### src/rtl/fpu_addsub_feeder_if.sv
// Request and issue channels of the fpu_addsub feeder.
// The feeder uses the slave view; the producer side uses the master view.
interface fpu_addsub_feeder_if;
  logic        in_valid;
  logic        in_ready;
  logic        in_op;
  logic [1:0]  in_rmode;
  logic [63:0] in_opa;
  logic [63:0] in_opb;

  logic        fpu_enable;
  logic        fpu_op;
  logic [1:0]  fpu_rmode;
  logic [63:0] fpu_opa;
  logic [63:0] fpu_opb;

  modport master (
    output in_valid, in_op, in_rmode, in_opa, in_opb,
    input  in_ready,
    input  fpu_enable, fpu_op, fpu_rmode, fpu_opa, fpu_opb
  );

  modport slave (
    input  in_valid, in_op, in_rmode, in_opa, in_opb,
    output in_ready,
    output fpu_enable, fpu_op, fpu_rmode, fpu_opa, fpu_opb
  );
endinterface

### src/rtl/fpu_addsub_feeder.sv
// Issue stage for fpu_addsub: request FIFO, credit-limited issue and a
// tag delay line aligned with the fpu_addsub result latency.
module fpu_addsub_feeder #(
  parameter int DEPTH   = 4,
  parameter int LAT     = 24,
  parameter int CREDITS = 8,
  parameter int TAGW    = 4
) (
  input  logic                       clk,
  input  logic                       rst,
  fpu_addsub_feeder_if.slave         bus,
  input  logic                       res_pop,
  output logic                       tag_valid,
  output logic [TAGW-1:0]            tag,
  output logic [$clog2(DEPTH):0]     fifo_count,
  output logic [$clog2(CREDITS):0]   outstanding,
  output logic                       err_pop
);

  localparam int AW = $clog2(DEPTH);
  localparam int CW = AW + 1;
  localparam int OW = $clog2(CREDITS) + 1;
  localparam logic [CW-1:0] FIFO_FULL   = CW'(DEPTH);
  localparam logic [OW-1:0] CREDIT_MAX  = OW'(CREDITS);

  typedef struct packed {
    logic        op;
    logic [1:0]  rmode;
    logic [63:0] opa;
    logic [63:0] opb;
  } entry_t;

  entry_t          mem [DEPTH];
  logic [AW-1:0]   wr_ptr;
  logic [AW-1:0]   rd_ptr;
  logic [TAGW-1:0] tag_cnt;
  logic [TAGW-1:0] issue_tag;
  logic [TAGW:0]   dly [LAT];

  logic push;
  logic issue;
  logic pop_ok;

  // in_ready depends only on registered occupancy, so a full FIFO never refills in the issuing cycle
  assign bus.in_ready = rst && (fifo_count != FIFO_FULL);
  assign push         = bus.in_valid && bus.in_ready;
  assign issue        = (fifo_count != '0) && (outstanding < CREDIT_MAX);
  assign pop_ok       = res_pop && (outstanding != '0);

  always_ff @(posedge clk) begin
    if (push) begin
      mem[wr_ptr] <= '{op: bus.in_op, rmode: bus.in_rmode,
                       opa: bus.in_opa, opb: bus.in_opb};
    end
  end

  always_ff @(posedge clk) begin
    if (!rst) begin
      wr_ptr     <= '0;
      rd_ptr     <= '0;
      fifo_count <= '0;
    end else begin
      if (push) begin
        wr_ptr <= wr_ptr + 1'b1;
      end
      if (issue) begin
        rd_ptr <= rd_ptr + 1'b1;
      end
      case ({push, issue})
        2'b10:   fifo_count <= fifo_count + 1'b1;
        2'b01:   fifo_count <= fifo_count - 1'b1;
        default: fifo_count <= fifo_count;
      endcase
    end
  end

  always_ff @(posedge clk) begin
    if (!rst) begin
      outstanding <= '0;
      err_pop     <= 1'b0;
    end else begin
      case ({issue, pop_ok})
        2'b10:   outstanding <= outstanding + 1'b1;
        2'b01:   outstanding <= outstanding - 1'b1;
        default: outstanding <= outstanding;
      endcase
      if (res_pop && (outstanding == '0)) begin
        err_pop <= 1'b1;
      end
    end
  end

  always_ff @(posedge clk) begin
    if (!rst) begin
      bus.fpu_enable <= 1'b0;
      bus.fpu_op     <= 1'b0;
      bus.fpu_rmode  <= '0;
      bus.fpu_opa    <= '0;
      bus.fpu_opb    <= '0;
      tag_cnt        <= '0;
      issue_tag      <= '0;
    end else begin
      bus.fpu_enable <= issue;
      if (issue) begin
        bus.fpu_op    <= mem[rd_ptr].op;
        bus.fpu_rmode <= mem[rd_ptr].rmode;
        bus.fpu_opa   <= mem[rd_ptr].opa;
        bus.fpu_opb   <= mem[rd_ptr].opb;
        issue_tag     <= tag_cnt;
        tag_cnt       <= tag_cnt + 1'b1;
      end
    end
  end

  // Fed from the registered enable, so the last stage lands LAT cycles after the fpu_enable cycle
  always_ff @(posedge clk) begin
    if (!rst) begin
      for (int i = 0; i < LAT; i++) begin
        dly[i] <= '0;
      end
    end else begin
      dly[0] <= {bus.fpu_enable, issue_tag};
      for (int i = 1; i < LAT; i++) begin
        dly[i] <= dly[i-1];
      end
    end
  end

  assign tag_valid = dly[LAT-1][TAGW];
  assign tag       = dly[LAT-1][TAGW-1:0];

endmodule

### src/flat_wrapper.sv
// flat-port wrapper written by rule: the top's interface ports become plain ports
module fpu_addsub_feeder_flat 
#(
  parameter int DEPTH   = 4,
  parameter int LAT     = 24,
  parameter int CREDITS = 8,
  parameter int TAGW    = 4
)
  (clk, rst, res_pop, tag_valid, tag, fifo_count, outstanding, err_pop, bus_in_valid, bus_in_op, bus_in_rmode, bus_in_opa, bus_in_opb, bus_in_ready, bus_fpu_enable, bus_fpu_op, bus_fpu_rmode, bus_fpu_opa, bus_fpu_opb);
  fpu_addsub_feeder_if bus_i ();
  input  logic clk;
  input  logic rst;
  input  logic res_pop;
  output logic tag_valid;
  output logic [TAGW-1:0] tag;
  output logic [$clog2(DEPTH):0] fifo_count;
  output logic [$clog2(CREDITS):0] outstanding;
  output logic err_pop;
  input wire logic [$bits(bus_i.in_valid)-1:0] bus_in_valid;
  input wire logic [$bits(bus_i.in_op)-1:0] bus_in_op;
  input wire logic [$bits(bus_i.in_rmode)-1:0] bus_in_rmode;
  input wire logic [$bits(bus_i.in_opa)-1:0] bus_in_opa;
  input wire logic [$bits(bus_i.in_opb)-1:0] bus_in_opb;
  output wire logic [$bits(bus_i.in_ready)-1:0] bus_in_ready;
  output wire logic [$bits(bus_i.fpu_enable)-1:0] bus_fpu_enable;
  output wire logic [$bits(bus_i.fpu_op)-1:0] bus_fpu_op;
  output wire logic [$bits(bus_i.fpu_rmode)-1:0] bus_fpu_rmode;
  output wire logic [$bits(bus_i.fpu_opa)-1:0] bus_fpu_opa;
  output wire logic [$bits(bus_i.fpu_opb)-1:0] bus_fpu_opb;
  assign bus_i.in_valid = bus_in_valid;
  assign bus_i.in_op = bus_in_op;
  assign bus_i.in_rmode = bus_in_rmode;
  assign bus_i.in_opa = bus_in_opa;
  assign bus_i.in_opb = bus_in_opb;
  assign bus_in_ready = bus_i.in_ready;
  assign bus_fpu_enable = bus_i.fpu_enable;
  assign bus_fpu_op = bus_i.fpu_op;
  assign bus_fpu_rmode = bus_i.fpu_rmode;
  assign bus_fpu_opa = bus_i.fpu_opa;
  assign bus_fpu_opb = bus_i.fpu_opb;
  fpu_addsub_feeder #(.DEPTH(DEPTH), .LAT(LAT), .CREDITS(CREDITS), .TAGW(TAGW)) u_core (.clk(clk), .rst(rst), .bus(bus_i), .res_pop(res_pop), .tag_valid(tag_valid), .tag(tag), .fifo_count(fifo_count), .outstanding(outstanding), .err_pop(err_pop));
endmodule
### config.mk
export PLATFORM = sky130hd
export DESIGN_NAME = fpu_addsub_feeder_flat
export DESIGN_NICKNAME = d
export VERILOG_FILES = /design/src/rtl/fpu_addsub_feeder_if.sv /design/src/rtl/fpu_addsub_feeder.sv /design/src/flat_wrapper.sv
export SDC_FILE = /design/constraint.sdc
export NUM_CORES = 1
export LEC_CHECK = 0
export BUFFER_PORTS_ARGS = -buffer_cell sky130_fd_sc_hd__buf_2
export CAP_MARGIN = 20
export CORE_MARGIN = 10
export CORE_UTILIZATION = 50
export DETAILED_ROUTE_END_ITERATION = 16
export PLACE_DENSITY = 0.69
export SYNTH_ARGS = -nofsm -noshare
export SYNTH_HDL_FRONTEND = slang
export SYNTH_SLANG_ARGS = --single-unit
### constraint.sdc
create_clock -name clk -period 10 [get_ports clk]
set_clock_uncertainty 0.05 [all_clocks]
set_input_delay 0.5 -clock clk [delete_from_list [all_inputs] [get_ports clk]]
set_output_delay 0.5 -clock clk [all_outputs]
set_load 0.01 [all_outputs]
==> metrics.cfg, run 1 <==
[detailed_routing]
avgRoutedWirePerCell_um = 20.8
dr_total_vias = 14307
drt_wl_total_um = 56900
drtIter0Drc = 896
drt-vias-per-instance = 5.23
route.detailed.drc = 0
dr.pass1.iters = 8
antenna_left = 0

[timing]
rsz0062_at_grt = false
drv_slew = 0
min_period_over_period = 0.355
finalWorstSetupSlack_ns = 6.45
max_slew_margin = 0.298
fin_crit_ns = 3.55
setup_viol = 0
finalHoldViolations = 0
max_freq_mhz = 282
timing.setup.tns_ns = 0
worstMarginPinSlew_ns = 1.05

[clocking]
cts_tree = yes
clk_latency_ns = 0.61
cts_buffer_depth = 3
clk_pin_slew_ns = 0.06
cts_resized = 0
cts.htree.levels = 3
cts_buffers = 79
cts.sinks = 796
cts_root_buf = clkbuf_16
post_cts_buffers = 0
ctsHoldBuffers = 0

[global_route]
overflow = 0
grt_max_degree = 162
grt_pass1_wl_um = 87400
grt_pass1_vias = 14674
grt_usage = 0.171
antenna_found_initial = 22

[worst_setup_path]
crit_fanout = 48
criticalPathCategory = flop to flop
end_kind = flop
cp.required_ns = 10.43
worstPathArrival_ns = 3.98
critPathLaunchType = flop

[synth]
synthCells = 1630
synth-warning-count = 0
netlist_area_um2 = 28100
synthesis.nets = 1775
ys_types = 35
yosysSeqAreaShare = 0.753
syn_area_per_cell_um2 = 17.2
synth_seq_cells = 796

[final_layout]
final_cell_area_um2 = 32700
final_cell_mix = edfxtp_1, buf_2, nand2_1
fin_nets = 2059
drive_gt1_frac = 0.280
finish.utilization = 0.590
syn_to_final_growth_pct = 16.4
final_common_cell = edfxtp_1

[placement]
numPortBuffers = 280
placedInstanceArea_um2 = 30000
gp_congestion = 0.724
post-place-ws_ns = 5.82
dp_hpwl_um = 33100

[hold_path]
hold_path_class = input port to flop

[die]
start_util = 0.507
die_area_um2 = 66100
io_pins = 281
core_area_um2 = 55400
fp.dieW_um = 257
dieHeight_um = 257
rows = 86

[pwr]
leakagePower_nw = 11.7
ir_drop_mv = 0.224
power-per-cell-area_nw_per_um2 = 274

[run]
cap_violations = 0

[run_status]
status = complete, no violations

-- final cells by class --
type                            count  area (um^2)
Clock inverter                     21          199
Clock buffer                      123         2420
Fill cell                        4213        22700
Antenna cell                       11         27.5
Multi-Input combinational cell    730         6300
Inverter                            8         35.0
Tap cell                          748          936
Timing Repair Buffer              299         1610
Sequential cell                   796        21200
-- routing by layer --
layer | GRT usage | part of all wire
met1 | 0.209 | 0.41
met2 | 0.288 | 0.51
met3 | 0.0441 | 0.060
met4 | 0.0649 | 0.023
met5 | 0 | 0.0023
-- critical path, stage by stage, from the launching register on --
cell      delay, ns
dfxtp_4        0.89
buf_4          0.86
buf_4          0.48
buf_16         0.30
mux4_2         0.54
nand2_1        0.07
a21boi_1       0.09
-- kinds of logic (layout without fill, tap and decap cells) --
group,Yosys count,in the layout,share of synthesized area
muxes,133,133,0.106
other,0,11,0
buffers and inverters,104,451,0.0230
xor gates and xnor gates,11,11,0.00343
DFF,796,796,0.753
adders and majority gates,10,10,0.00472
AOI/OAI and AO/OA,149,149,0.0393
and+or+nand+nor,427,427,0.0705
-- state kept, by name, summed over array words and instances (netlist names), 2 cells and up --
signal / cells
u_core.mem: 524
u_core.dly: 120
u_core.bus.fpu_opa: 64
u_core.bus.fpu_opb: 64
u_core.issue_tag: 4
u_core.outstanding: 4
u_core.tag_cnt: 4
u_core.fifo_count: 3
u_core.bus.fpu_rmode: 2
u_core.rd_ptr: 2
u_core.wr_ptr: 2
-- Yosys cell counts --
cell,n,area (um^2)
mux4_2,131,2950
or3_1,2,12.5
dfxtp_1,272,5450
nor4_1,1,6.26
or2_1,1,6.26
a31oi_1,1,6.26
nor2b_1,3,18.8
nor3b_1,2,15.0
xor2_1,6,52.6
ha_1,9,113
mux2i_1,2,20.0
clkinv_4,1,8.76
buf_2,26,130
o311a_1,1,10.0
xnor2_1,5,43.8
buf_12,1,20.0
nor3_2,1,10.0
clkbuf_1,36,135
nand3_1,2,10.0
nand2_1,277,1040
a21oi_1,2,10.0
nand2b_1,1,6.26
a21o_1,1,7.51
nand3b_1,1,7.51
buf_6,21,236
a21boi_1,133,998
o31a_1,1,8.76
fa_1,1,20.0
o21ai_0,5,25.0
and2_1,134,838
edfxtp_1,524,15700
nor3_1,2,10.0
a21boi_0,5,37.5
buf_4,12,90.1
inv_1,7,26.3
-- per-stage QoR --
stage                     cells  hold slack [ns]  total power, W
after detailed placement   2578            0.368         0.00615
final                      2736           0.0487         0.00896
after global routing       2733           0.0272         0.00940
after CTS                  2722          0.00636         0.00908
after global placement     2578            0.363         0.00611
after floorplan            1630            0.362         0.00551
-- worst paths after layout --
kind / start / end / slack (ns) / depth (start not counted)
worst max-delay path: u_core.rd_ptr[0] / u_core.bus.fpu_opb[1] / 6.45 / 6
worst min-delay path: bus_in_opa[40] / u_core.mem[3][104] / 0.05 / 1
worst min register to register: u_core.dly[0][65] / u_core.dly[0][70] / 0.37 / 1
worst max register to register: u_core.rd_ptr[0] / u_core.bus.fpu_opb[1] / 6.45 / 6
-- power by group --
| part | internal (W) | leakage [nW] | switching (W) | total (W) |
|---|---|---|---|---|
| combinational | 0.000783 | 3.44 | 0.00109 | 0.00188 |
| clock | 0.00174 | 1.29 | 0.00118 | 0.00292 |
| sequential | 0.00389 | 6.97 | 0.000268 | 0.00416 |
No activity file was read; power rests on OpenSTA's default activity.
==> inputs of run 2 (changes only) <==
Settings changed: ABC_AREA from default to 1, PLACE_DENSITY 0.69 to 0.72.
Clock period 10 ns to 3.06 ns, I/O delays scaled along.
==> run 2 against run 1 <==
Effect of this change:
- core utilization increased by 2.9 points
- highest routed layer unchanged
- total power increased to 3.3 times the previous value
- register-to-register slack got worse by 5.7 ns
- synthesized area increased by 0.20%
- clock power increased to 3.3 times the previous value
- combinational power increased to 3.8 times the previous value
- design area increased by 5.0%
- count of clock-buffer cells in the layout decreased by 7
- critical path depth increased by 5
- setup slack got worse by 5.7 ns
- hold slack improved by 0.20 ns
==> metrics.cfg, run 2 <==
[final_layout]
stdcell_count = 3546  ; +30%
final_common_cell = nor2_1
drive_gt1_frac = 0.159  ; -0.121
largest_reg_flops = 524  ; unchanged
regArea_um2 = 21200  ; about the same
final_cell_area_um2 = 34300  ; +5.0%
finish.utilization = 0.620  ; +0.0292
top_register = u_core.mem
reg_top3 = u_core.mem (524), u_core.dly (120)
multi_input_area_um2 = 5760  ; -8.5%
final_cell_mix = nor2_1, edfxtp_1, o21ai_0
fillers = 4204  ; -0.21%
syn_to_final_growth_pct = 21.9
fin_nets = 2866  ; +39%

[die]
start_util = 0.508  ; +0.000993
fp.dieW_um = 257  ; about the same
io_pins = 281  ; unchanged
rows = 86  ; unchanged
dieHeight_um = 257  ; about the same
core_area_um2 = 55400  ; unchanged
die_area_um2 = 66200  ; +0.18%

[detailed_routing]
dr_total_vias = 19072  ; +33%
dr.pass1.iters = 5  ; -3
avgRoutedWirePerCell_um = 19.3  ; -7.5%
drtIter0Drc = 1523  ; +70%
route.detailed.drc = 0  ; unchanged
antenna_left = 0  ; unchanged
drt-vias-per-instance = 5.38  ; +2.9%
drt_wl_total_um = 68300  ; +20%

[timing]
fin_crit_ns = 2.27  ; -1.28 ns
setup_viol = 0  ; unchanged
finalHoldViolations = 0  ; unchanged
whs_ns = 0.248  ; +0.199 ns
max_slew_margin = 0.467  ; +0.169
min_period_over_period = 0.742  ; +0.387
drv_slew = 0  ; unchanged
max_freq_mhz = 441  ; +56%
rsz0062_at_grt = false
worstMarginPinSlew_ns = 0.799  ; -0.254 ns

[worst_setup_path]
startpoint = u_core.fifo_count[2]
max_stage_delay_ns = 0.39  ; -0.50 ns
crit_family = adder cells
criticalPathCategory = flop to flop
cp.required_ns = 3.49  ; -6.94 ns
crit_fanout = 47  ; -2.1%
worstPathArrival_ns = 2.70  ; -1.28 ns
slowest_stage = dfxtp_1
r2r_start = u_core.fifo_count[2]
end_kind = flop
critPathLaunchType = flop
critPathBufInv = 3  ; unchanged
crit_chain = inv_1 -> nand3_2 -> nand2_8 -> inv_4 -> ha_1 -> inv_1 -> fa_1 -> a21oi_1 -> o21ai_0 -> o21ai_0 -> a21oi_1

[pwr]
leakagePower_nw = 13.6  ; +16%
ir_drop_mv = 0.807  ; +260%
power-per-cell-area_nw_per_um2 = 874  ; +220%
finalPower_w = 0.0300  ; +230%
swShare = 0.313  ; +0.0295
combPwrFrac = 0.239  ; +0.030
p_switching_w = 0.00938  ; +270%
seqPwrFrac = 0.436  ; -0.029
clkPwrFrac = 0.325  ; about the same
p_int_w = 0.0206  ; +220%

[synth]
post-synth-top-count-cell = nor2_1
synth_area_leader_cell = edfxtp_1
synthesis.nets = 2493  ; +40%
ys_types = 30  ; -14%
yosysSeqAreaShare = 0.752  ; -0.00147
syn_area_per_cell_um2 = 12.0  ; -30%
ys.flop_type = edfxtp_1
synth_compound_area_frac = 0.104  ; +0.0650
synth-warning-count = 0  ; unchanged
netlist_area_um2 = 28200  ; +0.20%
synth_top_family_by_area = compound AO/OA/AOI/OAI gates
synthSimpleGateAreaFrac = 0.0925  ; +0.0220
synth_xor_area_frac = 0.000933  ; -0.00249
synthAdderAreaFrac = 0.00471  ; -0.00000922
synth_area_leaders = edfxtp_1, dfxtp_1, nor2_1
synthArstFlopShare = 0  ; unchanged
synth_top_area_frac = 0.559  ; -0.00109
synth.area.mux_share = 0  ; -0.106
synthCells = 2348  ; +44%
synth_edf_count = 524  ; unchanged
synth_common_cells = nor2_1, edfxtp_1, o21ai_0
synth_seq_cells = 796  ; unchanged

[global_route]
grt_max_degree = 171  ; +5.6%
overflow = 0  ; unchanged
grt_usage = 0.200  ; +0.0287
grt_pass1_vias = 19412  ; +32%
antenna_found_initial = 16  ; -27%
grt_pass1_wl_um = 106000  ; +21%

[placement]
gp_congestion = 0.785  ; +8.5%
numPortBuffers = 280  ; unchanged
dp_hpwl_um = 37200  ; +12%
dp_cells = 3254  ; +26%
placedInstanceArea_um2 = 30300  ; +1.1%

[clocking]
cts_buffers = 79  ; unchanged
cts_root_buf = clkbuf_16
cts_buffer_depth = 3  ; unchanged
cts_tree = yes
cts.sinks = 796  ; unchanged
cts.htree.levels = 3  ; unchanged
ctsHoldBuffers = 134  ; +134
post_cts_buffers = 0  ; unchanged
cts_resized = 0  ; unchanged
clk_pin_slew_ns = 0.06  ; about the same
clk_latency_ns = 0.61  ; about the same

[run_status]
status = complete, no violations

[run]
cap_violations = 0  ; unchanged

[hold_path]
hold_path_class = input port to flop
hp-start = bus_in_opa[14]

run 2: metal layers:
metal	global-route usage	vias up	wire, um
met3	0.0399	120	4350
met2	0.342	689	33900
met5	0	-	41
met4	0.0755	6	1630
met1	0.246	9397	28300
li1	-	8860	-
run 2: metrics by stage:
stage	setup TNS [ns]	worst slack, ns
6_report	0	0.790
5_1_grt	0	0.654
4_1_cts	0	0.810
3_5_place_dp	0	0.821
3_3_place_gp	0	0.783
2_1_floorplan	-24.34	-0.0639
run 2: power by group through the flow:
stage | Combinational (W) | Clock (W) | Sequential (W)
3_5_place_dp | 0.00697 | 0 | 0.0133
3_3_place_gp | 0.00674 | 0 | 0.0132
6_report | 0.00716 | 0.00977 | 0.0131
2_1_floorplan | 0.00430 | 0 | 0.0134
4_1_cts | 0.00717 | 0.00994 | 0.0131
5_1_grt | 0.00792 | 0.0103 | 0.0131
run 2: area by class of cell:
class,count,share of cell area
antenna,13,0.000948
clock buffer,116,0.0682
clock inverter,29,0.00922
inverter,152,0.0169
multi-input combinational,1252,0.168
sequential,796,0.617
tap,748,0.0273
timing repair buffer,440,0.0923
run 2: worst paths after layout:
path,endpoint,slack (ns),depth (start not counted)
hold reg to reg,u_core.dly[0][84],0.36,2
hold / removal,u_core.mem[2][78],0.25,2
setup reg to reg,u_core.fifo_count[2],0.79,11
setup / recovery,u_core.fifo_count[2],0.79,11
run 2: kinds of logic (layout without fill, tap and decap cells):
| kind of cell | Yosys count | after routing |
|---|---|---|
| simple gates | 686 | 686 |
| xor+xnor | 3 | 3 |
| fa+ha+maj | 10 | 10 |
| other cells | 0 | 13 |
| compound gates | 553 | 553 |
| flops | 796 | 796 |
| buf+inv | 300 | 737 |
run 2: worst register-to-register path, stage by stage, from the launching register on:
cell and delay [ns]:
dfxtp_1 0.39, inv_1 0.10, nand3_2 0.12, nand2_8 0.24
inv_4 0.16, ha_1 0.15, inv_1 0.07, fa_1 0.38
a21oi_1 0.14, o21ai_0 0.12, o21ai_0 0.18, a21oi_1 0.06
==> inputs of run 3 (changes only) <==
Settings changed: ABC_AREA 1 to 0.
Clock period 3.06 ns to 1.9 ns, I/O delays scaled along.
==> run 3 against run 2 <==
Effect of this change:
- core utilization increased by 0.88 points
- critical path depth stayed put
- sequential power increased by 66%
- design area up 1.4%
- global-route usage shrank 1.7 points
- hold slack worse by 0.15 ns
- register-to-register slack got worse by 0.99 ns
- sequential share of layout area shrank 0.85 points
- maximum frequency grew 7.9%
- the flow now finishes with violations (negative setup slack)
==> metrics.cfg, run 3 (synthesized netlist as in run 1, its figures left out) <==
[run_status]
status = finished, violations left
violations = negative setup slack

[worst_setup_path]
slowest_stage = dfxtp_4
crit_chain = buf_6 -> nor3_4 -> or2_4 -> buf_12 -> ha_4 -> xor2_2 -> ha_2 -> a21oi_2 -> xor2_1 -> or3_1 -> a21boi_1
r2r_end = u_core.outstanding[2]
criticalPathCategory = flop to flop
endpoint = u_core.outstanding[2]
r2r_cells = 11  ; unchanged
max_stage_delay_ns = 0.36  ; -0.03 ns
r2r_start = u_core.fifo_count[2]
worstPathArrival_ns = 2.59  ; -0.11 ns
r2r_slack_ns = -0.20  ; -0.99 ns
startpoint = u_core.fifo_count[2]
crit_fanout = 3  ; -94%
cp.required_ns = 2.39  ; -1.10 ns
critPathLaunchType = flop
end_kind = flop

[die]
fp.dieW_um = 257  ; about the same
die_area_um2 = 66100  ; -0.18%
dieHeight_um = 257  ; about the same
io_pins = 281  ; unchanged
core_area_um2 = 55400  ; unchanged
rows = 86  ; unchanged
start_util = 0.507  ; -0.000993

[timing]
fin_crit_ns = 2.10  ; -0.166 ns
finalHoldViolations = 0  ; unchanged
max_slew_margin = 0.586  ; +0.118
setup_viol = 3  ; +3
drv_slew = 0  ; unchanged
whs_ns = 0.0931  ; -0.155 ns
worstMarginPinSlew_ns = 0.622  ; -0.177 ns
min_period_over_period = 1.11  ; +0.366
max_freq_mhz = 475  ; +7.9%
rsz0062_at_grt = true
finalWorstSetupSlack_ns = -0.204  ; -0.994 ns

[global_route]
grt_max_degree = 148  ; -13%
overflow = 0  ; unchanged
grt_usage = 0.183  ; -0.0168
grt_pass1_vias = 16098  ; -17%
grt_pass1_wl_um = 93800  ; -12%
antenna_found_initial = 11  ; -5

[detailed_routing]
dr_total_vias = 15351  ; -20%
avgRoutedWirePerCell_um = 21.8  ; +13%
drt-vias-per-instance = 5.26  ; -2.2%
antenna_left = 0  ; unchanged
dr.pass1.iters = 5  ; unchanged
drt_wl_total_um = 63600  ; -6.8%
route.detailed.drc = 0  ; unchanged
drtIter0Drc = 932  ; -39%

[clocking]
cts_buffer_depth = 3  ; unchanged
cts.sinks = 796  ; unchanged
cts.htree.levels = 3  ; unchanged
clk_pin_slew_ns = 0.06  ; about the same
cts_root_buf = clkbuf_16
cts_tree = yes
cts_buffers = 80  ; +1.3%
clk_latency_ns = 0.62  ; about the same

[final_layout]
reg_top3 = u_core.mem (524), u_core.dly (120)
fin_nets = 2245  ; -22%
syn_to_final_growth_pct = 23.9
largest_reg_flops = 524  ; unchanged
finish.utilization = 0.628  ; +0.00881
final_cell_mix = edfxtp_1, buf_2, nand2_1
drive_gt1_frac = 0.288  ; +0.128
top_register = u_core.mem
final_common_cell = edfxtp_1

[run]
cap_violations = 0  ; unchanged

[pwr]
power-per-cell-area_nw_per_um2 = 1410  ; +61%
ir_drop_mv = 0.984  ; +22%
combPwrFrac = 0.259  ; +0.020
leakagePower_nw = 12.6  ; -7.3%
p_int_w = 0.0344  ; +67%
seqPwrFrac = 0.442  ; +0.006
clkPwrFrac = 0.300  ; -0.025
swShare = 0.299  ; -0.0137
p_switching_w = 0.0147  ; +56%

[hold_path]
hold_depth = 5  ; +3
hold_path_class = input port to flop

[placement]
gp_congestion = 0.755  ; -3.8%
numPortBuffers = 280  ; unchanged
dp_hpwl_um = 34500  ; -7.0%

-- run 3: metal layers --
metal | vias to the layer above | GRT usage | part of all wire
met5 | - | 0 | 0.00077
met3 | 103 | 0.0413 | 0.060
li1 | 6956 | - | -
met4 | 10 | 0.0572 | 0.020
met1 | 7795 | 0.228 | 0.41
met2 | 487 | 0.313 | 0.51
-- run 3: layout make-up --
type	count	area, um^2
antenna	5	12.5
clock buffer	114	2270
clock inverter	34	185
fill	3912	20600
inverter	8	35.0
multi-input combinational	730	6380
sequential	796	21200
tap	748	936
timing repair buffer	484	3800
-- run 3: critical path, delay by kind of cell (launching register included) --
kind / cells / cell delay, ns
xor+xnor: 2 / 0.22
simple gates: 3 / 0.59
buf+inv: 2 / 0.24
flops: 1 / 0.36
compound gates: 2 / 0.23
fa+ha+maj: 2 / 0.34
-- run 3: stage by stage --
step	power [W]	TNS [ns]	instance area, um^2	setup WS (ns)	std cells
after floorplan	0.0291	-97.80	28200	-0.232	1630
after global placement	0.0331	-0.359	30800	-0.150	2620
after detailed placement	0.0334	-0.804	30800	-0.245	2620
after CTS	0.0487	-0.385	34700	-0.215	2906
after global routing	0.0513	-0.823	34800	-0.296	2919
final	0.0491	-0.405	34800	-0.204	2919
-- run 3: power by group through the flow --
stage                     sequential [W]  clock (W)  combinational (W)
after floorplan                   0.0223          0            0.00677
after global placement            0.0219          0             0.0112
after detailed placement          0.0220          0             0.0114
after CTS                         0.0217     0.0150             0.0120
after global routing              0.0218     0.0157             0.0137
final                             0.0217     0.0147             0.0127
-- run 3: repair_timing --
item	CTS	global route
setup buffers	3	4
hold buffers	134	0
pin swaps	6	3
endpoints found under the setup margin	37	74
hold endpoints to repair	526	0
cloned	1	4
gates resized for setup	5	7
-- run 3: worst min path at each step --
stage	startpoint	endpoint	slack, ns
after floorplan	bus_in_opb[0]	u_core.mem[0][0]	0.14
final	bus_in_valid	u_core.wr_ptr[0]	0.09
after CTS	bus_in_valid	u_core.fifo_count[2]	0.06
after global placement	bus_in_opa[59]	u_core.mem[3][123]	0.26
after detailed placement	bus_in_opb[14]	u_core.mem[3][14]	0.26
after global routing	bus_in_valid	u_core.fifo_count[2]	0.10
